**src/rtl/seg7_hex_scan_if.sv**
```systemverilog
// ---------------------------------------------------------------------------
// seg7_hex_scan_if
//   Groups the data inputs and display outputs of seg7_hex_scan.
//   master : the side that drives the value/control signals (ALU or testbench)
//   slave  : the display scanner
//   Signals:
//     value    32  ALU result; digit i shows value[4i+3:4i]
//     load      1  snapshot strobe
//     blank_lz  1  blank leading zero digits when 1
//     dp_en     8  decimal-point enable per digit, active high
//     AN        8  anode selects, active low
//     SEG       7  {CG,CF,CE,CD,CC,CB,CA}, active low
//     DP        1  decimal point, active low
// ---------------------------------------------------------------------------
interface seg7_hex_scan_if;
  logic [31:0] value;
  logic        load;
  logic        blank_lz;
  logic [7:0]  dp_en;
  logic [7:0]  AN;
  logic [6:0]  SEG;
  logic        DP;

  modport master (
    output value, load, blank_lz, dp_en,
    input  AN, SEG, DP
  );

  modport slave (
    input  value, load, blank_lz, dp_en,
    output AN, SEG, DP
  );
endinterface

```
**src/rtl/seg7_hex_scan.sv**
```systemverilog
// ---------------------------------------------------------------------------
// seg7_hex_scan
//   Shows a latched 32-bit value as 8 hex digits on a multiplexed,
//   common-anode 7-segment display. Each digit slot starts with a short
//   dark guard interval (all anodes off) so a digit change never ghosts
//   into its neighbour. Leading zero digits can optionally be blanked.
//   Ports:
//     CLK100MHZ   in   system clock
//     CPU_RESETN  in   asynchronous reset, active low
//     bus         slave modport of seg7_hex_scan_if (value, load,
//                 blank_lz, dp_en in; AN, SEG, DP out, all registered)
// ---------------------------------------------------------------------------
module seg7_hex_scan #(
  parameter int REFRESH_DIV  = 100000,
  parameter int GUARD_CYCLES = 64
) (
  input  logic           CLK100MHZ,
  input  logic           CPU_RESETN,
  seg7_hex_scan_if.slave bus
);

  localparam int PW = (REFRESH_DIV > 1) ? $clog2(REFRESH_DIV) : 1;
  localparam int GW = $clog2(GUARD_CYCLES + 1);

  // Hex nibble to active-low segment pattern {G,F,E,D,C,B,A}.
  function automatic logic [6:0] hex_to_seg(input logic [3:0] nib);
    logic [6:0] seg;
    case (nib)
      4'h0:    seg = 7'h40;
      4'h1:    seg = 7'h79;
      4'h2:    seg = 7'h24;
      4'h3:    seg = 7'h30;
      4'h4:    seg = 7'h19;
      4'h5:    seg = 7'h12;
      4'h6:    seg = 7'h02;
      4'h7:    seg = 7'h78;
      4'h8:    seg = 7'h00;
      4'h9:    seg = 7'h10;
      4'hA:    seg = 7'h08;
      4'hB:    seg = 7'h03;
      4'hC:    seg = 7'h46;
      4'hD:    seg = 7'h21;
      4'hE:    seg = 7'h06;
      4'hF:    seg = 7'h0E;
      default: seg = 7'h7F;
    endcase
    return seg;
  endfunction

  logic [31:0]   snap_r;
  logic [PW-1:0] presc_r;
  logic [2:0]    dig_r;
  logic [GW-1:0] guard_r;
  logic [7:0]    an_r;
  logic [6:0]    seg_r;
  logic          dp_r;

  logic [4:0]    shamt_s;
  logic [31:0]   upper_s;
  logic [3:0]    nibble_s;
  logic          blank_s;
  logic [7:0]    an_s;
  logic [6:0]    seg_s;
  logic          dp_s;

  // Snapshot register: the display only ever reads this copy of value.
  always_ff @(posedge CLK100MHZ or negedge CPU_RESETN) begin
    if (!CPU_RESETN) begin
      snap_r <= 32'd0;
    end else if (bus.load) begin
      snap_r <= bus.value;
    end else begin
      snap_r <= snap_r;
    end
  end

  // Slot timing: prescaler, digit index and the per-slot dark guard counter.
  always_ff @(posedge CLK100MHZ or negedge CPU_RESETN) begin
    if (!CPU_RESETN) begin
      presc_r <= '0;
      dig_r   <= 3'd0;
      guard_r <= GW'(GUARD_CYCLES);
    end else if (presc_r == PW'(REFRESH_DIV - 1)) begin
      presc_r <= '0;
      dig_r   <= dig_r + 3'd1;
      guard_r <= GW'(GUARD_CYCLES);
    end else begin
      presc_r <= presc_r + PW'(1);
      dig_r   <= dig_r;
      if (guard_r != '0) begin
        guard_r <= guard_r - GW'(1);
      end else begin
        guard_r <= guard_r;
      end
    end
  end

  // Next display pattern from the current digit, guard state and snapshot.
  // A digit above 0 is blanked when everything from it upward is zero.
  always_comb begin
    shamt_s  = {dig_r, 2'b00};
    upper_s  = snap_r >> shamt_s;
    nibble_s = upper_s[3:0];
    blank_s  = (dig_r != 3'd0) && bus.blank_lz && (upper_s == 32'd0);
    an_s     = 8'hFF;
    seg_s    = 7'h7F;
    dp_s     = 1'b1;
    if ((guard_r != '0) || blank_s) begin
      an_s  = 8'hFF;
      seg_s = 7'h7F;
      dp_s  = 1'b1;
    end else begin
      an_s  = ~(8'd1 << dig_r);
      seg_s = hex_to_seg(nibble_s);
      dp_s  = ~bus.dp_en[dig_r];
    end
  end

  // Output registers keep AN/SEG/DP glitch-free between clock edges.
  always_ff @(posedge CLK100MHZ or negedge CPU_RESETN) begin
    if (!CPU_RESETN) begin
      an_r  <= 8'hFF;
      seg_r <= 7'h7F;
      dp_r  <= 1'b1;
    end else begin
      an_r  <= an_s;
      seg_r <= seg_s;
      dp_r  <= dp_s;
    end
  end

  assign bus.AN  = an_r;
  assign bus.SEG = seg_r;
  assign bus.DP  = dp_r;

endmodule

```
**src/flat_wrapper.sv**
```systemverilog
// flat-port wrapper written by rule: the top's interface ports become plain ports
module seg7_hex_scan_flat 
#(
  parameter int REFRESH_DIV  = 100000,
  parameter int GUARD_CYCLES = 64
)
  (CLK100MHZ, CPU_RESETN, bus_value, bus_load, bus_blank_lz, bus_dp_en, bus_AN, bus_SEG, bus_DP);
  seg7_hex_scan_if bus_i ();
  input  logic CLK100MHZ;
  input  logic CPU_RESETN;
  input wire logic [$bits(bus_i.value)-1:0] bus_value;
  input wire logic [$bits(bus_i.load)-1:0] bus_load;
  input wire logic [$bits(bus_i.blank_lz)-1:0] bus_blank_lz;
  input wire logic [$bits(bus_i.dp_en)-1:0] bus_dp_en;
  output wire logic [$bits(bus_i.AN)-1:0] bus_AN;
  output wire logic [$bits(bus_i.SEG)-1:0] bus_SEG;
  output wire logic [$bits(bus_i.DP)-1:0] bus_DP;
  assign bus_i.value = bus_value;
  assign bus_i.load = bus_load;
  assign bus_i.blank_lz = bus_blank_lz;
  assign bus_i.dp_en = bus_dp_en;
  assign bus_AN = bus_i.AN;
  assign bus_SEG = bus_i.SEG;
  assign bus_DP = bus_i.DP;
  seg7_hex_scan #(.REFRESH_DIV(REFRESH_DIV), .GUARD_CYCLES(GUARD_CYCLES)) u_core (.CLK100MHZ(CLK100MHZ), .CPU_RESETN(CPU_RESETN), .bus(bus_i));
endmodule
```
**config.mk**
```make
export PLATFORM = sky130hd
export DESIGN_NAME = seg7_hex_scan_flat
export DESIGN_NICKNAME = d
export VERILOG_FILES = /design/src/rtl/seg7_hex_scan_if.sv /design/src/rtl/seg7_hex_scan.sv /design/src/flat_wrapper.sv
export SDC_FILE = /design/constraint.sdc
export NUM_CORES = 1
export LEC_CHECK = 0
export CAP_MARGIN = 10
export CORE_MARGIN = 3
export CORE_UTILIZATION = 30
export CTS_CLUSTER_SIZE = 28
export DETAILED_ROUTE_END_ITERATION = 7
export SLEW_MARGIN = 20
export SYNTH_ARGS = -nofsm -noshare
export SYNTH_HDL_FRONTEND = slang
export SYNTH_SLANG_ARGS = --single-unit
export TNS_END_PERCENT = 50
```
**constraint.sdc**
```tcl
create_clock -name CLK100MHZ -period 5.25 [get_ports CLK100MHZ]
set_clock_uncertainty 0.05 [all_clocks]
set_input_delay 1.05 -clock CLK100MHZ [delete_from_list [all_inputs] [get_ports CLK100MHZ]]
set_output_delay 1.05 -clock CLK100MHZ [all_outputs]
set_load 0.1 [all_outputs]
```
Word-level counts from Yosys, hierarchy flattened
Memory sizes are Yosys's and may differ from the RTL's.
Index checks and enable logic that the tools add are counted.
- bits in registers: 75
- bits in read-only memories: 112
- word-level logic and storage cells: 32
- memories kept: 1
- $add $sub $neg: 3
- $lt $le $gt $ge: 1
- eq/ne operators: 1
- shift-type cells: 2
- multiplexer cells: 8
- bitwise operators: 2
- reduce and logical (&&, ||, !) cells: 7
- memories (name ; words ; bits a word ; rd ports ; clocked after memory_dff ; write ports ; line ; RTL):
    (no name shown) ; 16 ; 7 ; 1 ; 0 ; 0 ; seg7_hex_scan.sv:28 ; case (nib)
- operators with widths (cell ; number):
    $logic_not 32->1 ; 1
    $shr 32x5->32 ; 1
    $mux 7 ; 3
    $add 17x1->17 const B ; 1
    $eq 17x17->1 const B ; 1
    $mux 17 ; 1
    $mux 8 ; 1
    $not 8->8 ; 1
    $shl 1x3->8 const A ; 1
    $reduce_bool 7->1 ; 1
    $sub 7x1->7 const B ; 1
    $lt 3x4->1 const B ; 1
    $add 3x1->3 const B ; 1
    $bmux 1 s3 ; 1
    $reduce_bool 3->1 ; 1
    $logic_and 1x1->1 ; 2
    $mux 1 ; 2
    $reduce_bool 2->1 ; 1
    $logic_or 1x1->1 ; 1
    $not 1->1 ; 1

Depth between registers and ports, before layout
- depth in word-level cells: 5
- mapped depth: 13
- gate-level depth less buffers: 10

Least setup slack after synthesis
OpenSTA, ideal clock, no wires.
- kind: register to register
- start point: reg u_core.dig_r[1]
- end point: reg u_core.seg_r[5], in the netlist u_core.bus.SEG[5]
- data arrival time: 2.712 ns
- data required time: 5.115 ns
- path slack: 2.403 ns
- cell stages (with the launch flop): 13
- clock period less this slack: 2.847 ns
- cell sequence: dfrtp_1 clkbuf_1 buf_1 mux4_2 mux2_2 inv_1 ha_1 o2111ai_1 a31oi_1 nand3_1 a22o_1 buf_6 o221ai_1
- word-level cells in the longest chain between the ends: 5
- ends and longest elaborated chain (element ; line ; RTL):
    from (decl) ; seg7_hex_scan.sv:52 ; logic [2:0] dig_r;
    from (signal assigned) ; seg7_hex_scan.sv:85 ; dig_r <= dig_r + 3'd1;
    from (signal assigned) ; seg7_hex_scan.sv:89 ; dig_r <= dig_r;
    parallel branches: the longest is 4 deep, another holds $mem_v2 16x7 ; -- ;
    $mux 7 * ; seg7_hex_scan.sv:108 ; if ((guard_r != '0) || blank_s) begin
    via u_core.seg_s[5] ; seg7_hex_scan.sv:63 ; logic [6:0] seg_s;
    to (signal assigned) ; seg7_hex_scan.sv:127 ; seg_r <= seg_s;
    to (decl) ; seg7_hex_scan.sv:55 ; logic [6:0] seg_r;
Mark *: on every way through the listed nets, which the timed path passes.
A chain may end at the register's enable or synchronous reset.

Final worst setup path
- start point: reg u_core.dig_r[0]
- end point: reg u_core.seg_r[1], in the netlist u_core.bus.SEG[1]
The elaborated chain is that of the path after synthesis.

==> flow_metrics.tcl <==
set metrics [dict create \
    hold_violations 0 \
    regToRegSetupSlack_ns 1.97 \
    fmax_mhz 305 \
    required_ns 5.41 \
    r2r-end "u_core.bus.SEG[1]" \
    synth_edf_count 0 \
    num-fill-cells 1201 \
    hold_end "u_core.presc_r[4]" \
    cellLeakagePower_nw 1.99 \
    min_from "u_core.presc_r[4]" \
    io_buffers 59 \
    multi_input_area_sq_um 1820 \
    fp.dieH_um 119 \
    yosysTopAreaCell "dfrtp_1" \
    async_flop_share_pct 100 \
    arrival_ns 3.44 \
    clock-sinks 75 \
    synthMostInstantiatedCell "dfrtp_1" \
    worstMarginPinSlew_ns 0.977 \
    ir_drop_mv 0.138 \
    cts_hold_buf 0 \
    regArea_sq_um 1900 \
    grt_pass1_wl_mm 14.1 \
    fin_crit_ns 3.28 \
    antenna_found_initial 0 \
    cts-root-buf "clkbuf_16" \
    cp-end-kind "register" \
    yosysTopAreaCellShare_pct 38.0 \
    ys_top_cells_by_area "dfrtp_1 (38%), dfstp_2 (12%), mux2_2 (9.7%), mux4_2 (6.5%), ha_1 (4.6%)" \
    fp.coreArea_sq_um 12200 \
    cp_max_fo 25 \
    avgViaCountPerCell 4.94 \
    n_antenna_cell 0 \
    start_util_pct 31.3 \
    rsz0062_at_grt "false" \
    cts_setup_buffers 0 \
    yosys_warnings 0 \
    hp-class "register to register" \
    dpl-instance-area_sq_um 4570 \
    pin_count 60 \
    status "finished clean" \
    grt_pass1_vias 2839 \
    synthToLayoutAreaGrowth_pct 27.7 \
    syn_nets 380 \
    setup_viol 0 \
    drc 0 \
    post_drt_wl_per_cell_um 14.9 \
    dp_cells 537 \
    avgSynthCellArea_sq_um 11.9 \
    first_pass_iters 4 \
    die_w_um 119 \
    drv_slew 0 \
    crit_chain "mux4_2, mux2_2, inv_1, ha_1, o2111ai_1, a31oi_1, nand3_1, a22o_1, o311ai_0" \
    synthFlopType "dfrtp_1" \
    worstSetupStartpointType "register" \
    power.total_mw 1.50 \
    routed_wl_mm 8.25 \
    route.vias.total 2731 \
    crit_path_max_incr_delay_ns 0.73 \
    cts_buffers 9 \
    pwr_density_cell_nw_per_um2 308 \
    yosysUniqueCellTypes 49 \
    drive_gt1_share_pct 23.4 \
    grt_usage_pct 12.4 \
    finalSetupTns_ns 0 \
    cap_violations 0 \
    ys_seq_area_share_pct 49.7 \
    ctsResizeCount 0 \
    r2r_cells 9 \
    slowest_stage "dfrtp_2" \
    clk_pin_slew_ns 0.06 \
    slew_headroom_pct 34.6 \
    min_path_cells 1 \
    postRouteAntennaNets 0 \
    place_hpwl_mm 6.08 \
    cts_tree "yes" \
    dr.first_iter.drc_count 168 \
    final_area_sq_um 4880 \
    die_area_sq_um 14100 \
    place.gp.congestion 0.800 \
    grt_remaining_overflow 0 \
    num-nets-final 438 \
    syn_area_sq_um 3820 \
    clockBufferDepth 2 \
    fin_cells 553 \
    grt_max_degree 76 \
    synthTopCellsByCount "dfrtp_1 (58), mux2_2 (33), nor2_1 (27)" \
    synth-seq-cells 75 \
    synthCells 322 \
    htreeDepth 3 \
    period_share_pct 62.5 \
    critPathKind "register to register" \
    num_rows 40 \
    insertion_delay_ns 0.34 \
    timing.rr.start "u_core.dig_r[0]" \
]
==> report_power, final <==
part	switching, mW	total (mW)	internal [mW]
sequential	0.0342	0.654	0.620
clock	0.235	0.618	0.383
combinational	0.135	0.231	0.0967
==> layout by cell type, fill, tap and decap left out, drive strengths merged, types with 9 or more instances in the layout <==
cell type and instances:
nor2 27, nand2 20, ha 14, dfrtp 58, inv 10, mux2 33, dfstp 17, o21ai 11
clkdlybuf4s50 58, xnor2 9, mux4 11, clkbuf 11, nand3 13, or4 9
==> logic make-up after synthesis <==
kind of cell | synth area share (%)
multiplexers | 18.0
buffers and inverters | 2.91
flip-flops | 49.7
AND/OR/NAND/NOR | 14.6
adder cells (fa/ha/maj) | 4.58
XOR/XNOR | 3.44
AO/OA/AOI/OAI | 6.78
==> metal layers <==
| metal | share of wire, % | track usage (%) | routed length, um | vias to the layer above |
|---|---|---|---|---|
| met4 | 2.8 | 6.44 | 234 | 0 |
| met2 | 45 | 18.2 | 3700 | 72 |
| li1 | - | - | - | 1297 |
| met1 | 46 | 16.8 | 3780 | 1343 |
| met3 | 6.4 | 3.47 | 531 | 19 |
| met5 | 0 | 0 | 0 | - |
==> sequential cells by signal (all words and copies together) (netlist names) <==
register,count
u_core.guard_r,7
u_core.presc_r,17
u_core.bus.DP,1
u_core.dig_r,3
u_core.bus.AN,8
u_core.bus.SEG,7
u_core.snap_r,32
==> worst max-delay path by stage <==
stage	start	end	slack, ns	depth (start not counted)
floorplan	u_core.dig_r[1]	u_core.bus.SEG[5]	2.40	12
global placement	u_core.dig_r[0]	u_core.bus.SEG[1]	1.67	6
detailed placement	u_core.dig_r[0]	u_core.bus.SEG[1]	1.53	6
CTS	u_core.dig_r[0]	u_core.bus.SEG[1]	1.54	6
global route	u_core.dig_r[0]	u_core.bus.SEG[1]	1.69	9
finish	u_core.dig_r[0]	u_core.bus.SEG[1]	1.97	9
==> cell type report <==
type,count,share of cell area (%)
sequential,75,38.9
multi-input combinational,222,37.3
timing repair buffer,62,12.5
clock buffer,11,4.97
tap,168,4.31
clock inverter,5,1.28
inverter,10,0.769
==> metrics by stage <==
stage | util (%) | hold WS, ns | setup slack [ns]
2_1_floorplan | - | 0.388 | 2.40
3_3_place_gp | 37.4 | 0.409 | 1.67
6_report | 40.0 | 0.417 | 1.97
5_1_grt | 40.0 | 0.438 | 1.69
4_1_cts | 39.9 | 0.423 | 1.54
3_5_place_dp | 37.4 | 0.412 | 1.53
==> worst max-delay path: cells and delay by family, from the launching register on <==
family	cells	cell delay, ns
AO/OA/AOI/OAI	4	0.93
adder cells (fa/ha/maj)	1	0.22
multiplexers	2	0.90
buffers and inverters	1	0.16
flip-flops	1	0.73
AND/OR/NAND/NOR	1	0.14
Power figures use the tool's default switching activity.
